`src/rtl/ritc_align_pkg.sv`:
```
// Shared types and constants for the RITC automatic bitslip aligner.
package ritc_align_pkg;

   localparam int SLIP_W = 4;
   localparam int WORD_W = 8;

   typedef enum logic [2:0] {
      IDLE,
      CAPTURE,
      COMPARE,
      SLIP,
      SETTLE,
      NEXT,
      DONE
   } state_t;

   function automatic int idx_w(input int n);
      return (n > 1) ? $clog2(n) : 1;
   endfunction

endpackage

```
`src/rtl/ritc_align_word_capture.sv`:
```
// Selects the addressed bit's nibble, assembles the two-beat training word and
// registers its comparison against the pattern.
module ritc_align_word_capture
   import ritc_align_pkg::*;
#(
   parameter int NUM_NIB = 72,
   parameter int IDX_W   = 7
) (
   input  logic                   clk,
   input  logic                   rst,
   input  logic [NUM_NIB*4-1:0]   data,
   input  logic [IDX_W-1:0]       idx,
   input  logic                   valid,
   input  logic                   sync,
   input  logic                   flush,
   input  logic                   ack,
   input  logic [WORD_W-1:0]      pattern,
   output logic                   word_ok,
   output logic                   word_match
);

   logic [3:0] nib [NUM_NIB];
   logic [3:0] nibble;
   logic [3:0] hi;
   logic       armed;

   // NOTE: every element is written on every pass, so no latch is inferred.
   always_comb begin
      for (int i = 0; i < NUM_NIB; i++) nib[i] = data[i*4 +: 4];
      nibble = nib[idx];
   end

   // NOTE: sequential state uses non-blocking assignments only; when ack and a new
   // completion land on the same edge, the later assignment (the new word) wins.
   always_ff @(posedge clk or posedge rst) begin
      if (rst) begin
         hi         <= '0;
         armed      <= 1'b0;
         word_ok    <= 1'b0;
         word_match <= 1'b0;
      end else if (flush) begin
         armed   <= 1'b0;
         word_ok <= 1'b0;
      end else begin
         if (ack) word_ok <= 1'b0;
         if (valid) begin
            if (sync) begin
               hi    <= nibble;
               armed <= 1'b1;
            end else if (armed) begin
               armed      <= 1'b0;
               word_ok    <= 1'b1;
               word_match <= ({hi, nibble} == pattern);
            end
         end
      end
   end

endmodule

```
`src/rtl/ritc_auto_bitslip_align.sv`:
```
// Hardware bitslip training aligner: walks every RITC input bit, slipping each until
// its training word matches. Optional per-bit slip-count file: RITC_ALIGN_SLIPCOUNT_EN.
module ritc_auto_bitslip_align
   import ritc_align_pkg::*;
#(
   parameter  int NUM_CH     = 6,
   parameter  int NUM_BIT    = 12,
   parameter  int MAX_SLIP   = 8,
   parameter  int SETTLE_CYC = 4,
   parameter  int MATCH_CNT  = 2,
   localparam int NUM_LANE   = NUM_CH * NUM_BIT,
   localparam int IDX_W      = idx_w(NUM_CH * NUM_BIT)
) (
   input  logic                    SYSCLK,
   input  logic                    rst_i,
   input  logic                    start_i,
   input  logic [WORD_W-1:0]       pattern_i,
   input  logic [NUM_LANE*4-1:0]   data_i,
   input  logic                    valid_i,
   input  logic                    sync_i,
   output logic [NUM_LANE-1:0]     bitslip_o,
   output logic                    busy_o,
   output logic                    done_o,
   output logic                    fail_o,
   output logic [NUM_LANE-1:0]     fail_mask_o,
   output logic [IDX_W-1:0]        cur_idx_o,
   input  logic [IDX_W-1:0]        slip_rd_i,
   output logic [SLIP_W-1:0]       slip_cnt_o
);

   localparam logic [SLIP_W-1:0]   MAX_SLIP_L  = SLIP_W'(MAX_SLIP);
   localparam logic [SLIP_W-1:0]   SETTLE_LAST = SLIP_W'(SETTLE_CYC - 1);
   localparam logic [2:0]          MATCH_LAST  = 3'(MATCH_CNT - 1);
   localparam logic [IDX_W-1:0]    LAST_IDX    = IDX_W'(NUM_LANE - 1);
   localparam logic [NUM_LANE-1:0] LANE_ONE    = NUM_LANE'(1);

   state_t              state;
   logic [WORD_W-1:0]   pattern;
   logic [SLIP_W-1:0]   slips;
   logic [SLIP_W-1:0]   settle_cnt;
   logic [2:0]          match_cnt;
   logic                word_ok;
   logic                word_match;
   logic                flush;
   logic                ack;

   // Partial words are discarded whenever the addressed bit or its alignment changes.
   assign flush = (state == SETTLE) || (state == NEXT) || (state == IDLE);
   assign ack   = (state == COMPARE);

   ritc_align_word_capture #(
      .NUM_NIB (NUM_LANE),
      .IDX_W   (IDX_W)
   ) u_capture (
      .clk        (SYSCLK),
      .rst        (rst_i),
      .data       (data_i),
      .idx        (cur_idx_o),
      .valid      (valid_i),
      .sync       (sync_i),
      .flush      (flush),
      .ack        (ack),
      .pattern    (pattern),
      .word_ok    (word_ok),
      .word_match (word_match)
   );

   always_ff @(posedge SYSCLK or posedge rst_i) begin
      if (rst_i) begin
         state       <= IDLE;
         pattern     <= '0;
         slips       <= '0;
         settle_cnt  <= '0;
         match_cnt   <= '0;
         cur_idx_o   <= '0;
         bitslip_o   <= '0;
         busy_o      <= 1'b0;
         done_o      <= 1'b0;
         fail_o      <= 1'b0;
         fail_mask_o <= '0;
      end else begin
         bitslip_o <= '0;
         case (state)
            IDLE: begin
               if (start_i) begin
                  pattern     <= pattern_i;
                  done_o      <= 1'b0;
                  fail_o      <= 1'b0;
                  fail_mask_o <= '0;
                  cur_idx_o   <= '0;
                  slips       <= '0;
                  match_cnt   <= '0;
                  busy_o      <= 1'b1;
                  state       <= CAPTURE;
               end
            end
            CAPTURE: begin
               if (word_ok) state <= COMPARE;
            end
            COMPARE: begin
               if (word_match) begin
                  if (match_cnt == MATCH_LAST) begin
                     state <= NEXT;
                  end else begin
                     match_cnt <= match_cnt + 1'b1;
                     state     <= CAPTURE;
                  end
               end else begin
                  match_cnt <= '0;
                  if (slips < MAX_SLIP_L) begin
                     bitslip_o <= LANE_ONE << cur_idx_o;
                     state     <= SLIP;
                  end else begin
                     fail_mask_o[cur_idx_o] <= 1'b1;
                     state                  <= NEXT;
                  end
               end
            end
            SLIP: begin
               slips      <= (slips == '1) ? slips : slips + 1'b1;
               settle_cnt <= '0;
               state      <= SETTLE;
            end
            SETTLE: begin
               if (settle_cnt == SETTLE_LAST) state <= CAPTURE;
               else settle_cnt <= settle_cnt + 1'b1;
            end
            NEXT: begin
               slips     <= '0;
               match_cnt <= '0;
               if (cur_idx_o == LAST_IDX) begin
                  state <= DONE;
               end else begin
                  cur_idx_o <= cur_idx_o + 1'b1;
                  state     <= CAPTURE;
               end
            end
            DONE: begin
               done_o <= 1'b1;
               fail_o <= |fail_mask_o;
               busy_o <= 1'b0;
               state  <= IDLE;
            end
            default: state <= IDLE;
         endcase
      end
   end

`ifdef RITC_ALIGN_SLIPCOUNT_EN
   logic [SLIP_W-1:0] slip_file [NUM_LANE];

   // NOTE: this small file is reset like ordinary flops because it must read 0
   // before the first pass and is bulk-cleared on every accepted start anyway.
   always_ff @(posedge SYSCLK or posedge rst_i) begin
      if (rst_i) begin
         for (int i = 0; i < NUM_LANE; i++) slip_file[i] <= '0;
         slip_cnt_o <= '0;
      end else begin
         if (state == IDLE && start_i) begin
            for (int i = 0; i < NUM_LANE; i++) slip_file[i] <= '0;
         end else if (state == NEXT) begin
            slip_file[cur_idx_o] <= slips;
         end
         slip_cnt_o <= (slip_rd_i <= LAST_IDX) ? slip_file[slip_rd_i] : '0;
      end
   end
`else
   logic unused_slip_rd;
   assign unused_slip_rd = ^slip_rd_i;
   assign slip_cnt_o     = '0;
`endif

endmodule

```
`config.mk`:
```
export PLATFORM = sky130hd
export DESIGN_NAME = ritc_auto_bitslip_align
export DESIGN_NICKNAME = d
export VERILOG_FILES = /design/src/rtl/ritc_align_pkg.sv /design/src/rtl/ritc_align_word_capture.sv /design/src/rtl/ritc_auto_bitslip_align.sv
export SDC_FILE = /design/constraint.sdc
export NUM_CORES = 1
export LEC_CHECK = 0
export BUFFER_PORTS_ARGS = -buffer_cell sky130_fd_sc_hd__buf_2
export CAP_MARGIN = 20
export CORE_AREA = 3 3 181 183
export CTS_CLUSTER_DIAMETER = 30
export CTS_CLUSTER_SIZE = 8
export DETAILED_ROUTE_END_ITERATION = 12
export DIE_AREA = 0 0 184 186
export GPL_TIMING_DRIVEN = 0
export PLACE_DENSITY = 0.65
export SLEW_MARGIN = 20
export SYNTH_ARGS = -nofsm -noshare
export SYNTH_HDL_FRONTEND = slang
export SYNTH_SLANG_ARGS = --single-unit
```
`constraint.sdc`:
```
create_clock -name SYSCLK -period 6.6 [get_ports SYSCLK]
set_clock_uncertainty 0.1 [all_clocks]
set_input_delay 0.99 -clock SYSCLK [delete_from_list [all_inputs] [get_ports SYSCLK]]
set_output_delay 0.99 -clock SYSCLK [all_outputs]
set_load 0.02 [all_outputs]
```
==> results by group <==
Routing
  • DRT iter0 DRCs: 1061
  • DR pass1 iterations: 6
  • Highest metal used: met5
  • Wl on met1: 18620 µm
  • Wire length on met3: roughly 4800 µm
  • WL final: 44660 µm
  • Number of remaining DRC errors: 0
  • Met2 Wirelength: 20440 µm
  • Vias per inst: 5.506
  • Routed wire per std cell: 23.93 µm
  • DR vias: 10.27k
  • Post-route antenna net violation count: 0

Yosys
  • Post-synth EDFFs: 0
  • Synth Cell Area: 9697 µm²
  • Top FF cell, synth: dfrtp_1
  • Post-synthesis sequential area ratio: 47.23%
  • Synth area leaders: dfrtp_1 47%, nor2_1 6.5%, mux4_2 6.3%, a21oi_1 4.9%, mux2_2 4.2%
  • Syn avg cell area: roughly 10 µm²
  • #FFs+latches synth: 183
  • Synth top area share: 47.23%
  • FFs w/ async S/R, synth: 100.0%
  • Largest area contributor in the netlist: dfrtp_1
  • Yosys cell types: 63
  • Yosys Warn Count: 0
  • Syn Inst Count: 972

Die
  • Die W: 184 µm
  • Initial Util: 30.89%
  • Die area: roughly 34000 µm²
  • Core area: 31390 µm²
  • Rows: 65
  • Die H: between 150 and 200 µm
  • IO Pins: 466

Timing
  • Worst-Margin Slew: between 1000 and 1500 ps
  • Period Utilization, post-route: 59.21%
  • Max Clk Rate: 0.2559 GHz
  • Fin crit period: 3908 ps
  • Final Hold Viols: 0
  • Hold_ws: 379.4 ps
  • RSZ-0062 raised after global routing: no
  • Final slew viol count: 0
  • # setup viols final: 0
  • Rel. slew slack: 21.72%

Worst setup path
  • Crit Path Category: register to register
  • Setup crit end: u_capture.word_match$_DFFE_PP0P_
  • Crit path capture type: register
  • Worst Setup SP: cur_idx_o[2]$_DFFE_PP0P_
  • CP arrival: 4160 ps
  • RR Startpoint: cur_idx_o[2]$_DFFE_PP0P_
  • Required time worst endpoint: 6850 ps
  • Reg2Reg Setup Slack: 2690 ps
  • R2R depth: 10
  • Reg2reg end: u_capture.word_match$_DFFE_PP0P_
  • Setup crit start kind: register
  • CP max FO: 10

Clock network
  • H-tree depth: 4
  • Post-CTS Setup Bufs: 0
  • Clk sinks: approximately 180
  • TritonCTS clock tree: done
  • Clock latency on the worst-skew pair: 430 ps
  • CTS max path bufs: 2
  • Clock slew seen by the registers of the worst setup and hold paths: 80 ps
  • Clock Tree Root: clkbuf_16
  • CTS resizes: 0
  • Cts bufs inserted: 17
  • Cts hold-fix bufs: 0

Place
  • Port Buffer Count: 454
  • Placer Congestion: about 0.97
  • Post-Place Cell Area: ~13000 µm²
  • Post-DP HPWL: 35350 µm

Finish
  • Fill count: 3162
  • FF/Latch Area: 4579 µm²
  • Fin util: 41.96%
  • Share of cells above drive strength 1: roughly two fifths
  • Commonest non-fill, non-tap cell in the layout: buf_2
  • Most frequent cells in the layout: 469 x buf_2, 183 x dfrtp_1, 168 x nor2_1
  • Area grow syn2layout: 35.83%
  • Final net count: 1768
  • Design Area, Final: 13170 µm²
  • Multi-input gate area: 4790 µm²

Worst hold path
  • Worst hold path class: register to register

Global route
  • Initial antenna violation count: 1
  • Global-route wire length before repair: 63740 µm
  • Pin count of the biggest net entering global routing: 104
  • Vias in the first global route: 10.32k
  • Total GRT Usage: about 25%
  • Gr ovfl total: 0

Power
  • Leak pwr: 6.666 nW
  • VDD IR max: 0.2017 mV
  • P per Cell Area: roughly 290 nW/µm²

Run
  • Number of max-cap violations: 0

Status
  • Status: finished, final reports clean
## registers in the layout, summed over array words and instances (netlist names), 3 cells and up
signal / count
pattern: 8
slips: 4
settle_cnt: 4
fail_mask_o: 72
match_cnt: 3
cur_idx_o: 7
bitslip_o: 72
u_capture.hi: 4
state: 3
## cell usage after synthesis (15+ instances only)
master,instances
a22oi_1,20
nor2_1,168
buf_2,15
mux2i_1,23
nor4_1,21
mux2_2,36
a21oi_1,95
nand3_1,17
dfrtp_1,183
mux4_2,27
clkbuf_1,29
a221oi_1,21
o21ai_0,36
nor3_1,27
nand2_1,82
## report_power, final
part	internal (W)	total (W)	switching, W
registers	0.00121	0.00128	0.0000742
clock network	0.000547	0.00106	0.000512
logic	0.000522	0.00143	0.000904
total	0.00227	0.00376	0.00149
## worst min-delay path by stage
stage                         start              endpoint  slack, ps  cells past startpoint
6_report         done_o$_DFFE_PP0P_    done_o$_DFFE_PP0P_        380                      1
5_1_grt          done_o$_DFFE_PP0P_    done_o$_DFFE_PP0P_        410                      1
4_1_cts          done_o$_DFFE_PP0P_    done_o$_DFFE_PP0P_        380                      1
3_5_place_dp     done_o$_DFFE_PP0P_    done_o$_DFFE_PP0P_        360                      1
3_3_place_gp     done_o$_DFFE_PP0P_    done_o$_DFFE_PP0P_        360                      1
2_1_floorplan  slips[2]$_DFFE_PP0P_  slips[2]$_DFFE_PP0P_        360                      1
## worst max-delay path: stages (launching register included)
cell	delay, ps
dfrtp_1	410
buf_2	240
buf_4	250
buf_2	370
mux4_2	390
o221ai_1	560
a21oi_1	80
and3_1	230
a211oi_1	690
xnor2_1	240
a211oi_2	250
## area by class of cell
cell class              instances  share of cell area [%]
multi-input cells             716                   36.36
flip-flops and latches        183                   34.77
repair buffers                456                   17.52
well taps                     402                   3.819
clock buffers                  17                   3.230
plain buffers                  61                   2.394
clock inverters                15                   1.406
inverters                      15                  0.4845
diodes                          1                 0.01900
## stage by stage
stage               total power [W]  worst slack (ps)  setup TNS, ps  cells
floorplan                  0.002172             538.0              0    975
global placement           0.002671             -1418        -254370   1831
detailed placement         0.002698              2803              0   1833
CTS                        0.003758              2772              0   1865
global route               0.003949              2541              0   1865
finish                     0.003764              2692              0   1866
## per-layer routing
layer,vias up,global-route usage (%)
li1,4500,-
met3,55,6.508
met2,626,40.49
met4,4,5.866
met1,5089,34.05
met5,-,0
## cell families after synthesis
logic type / after synthesis / share of synthesized area, %
AND/OR/NAND/NOR: 375 / 17.47
AO/OA/AOI/OAI: 226 / 14.88
flip-flops: 183 / 47.23
multiplexers: 92 / 14.45
buffers and inverters: 76 / 3.832
adder cells (fa/ha/maj): 10 / 1.290
XOR/XNOR: 9 / 0.8129
other: 1 / 0.03867
Note: power is estimated with default switching activity, not from simulation.
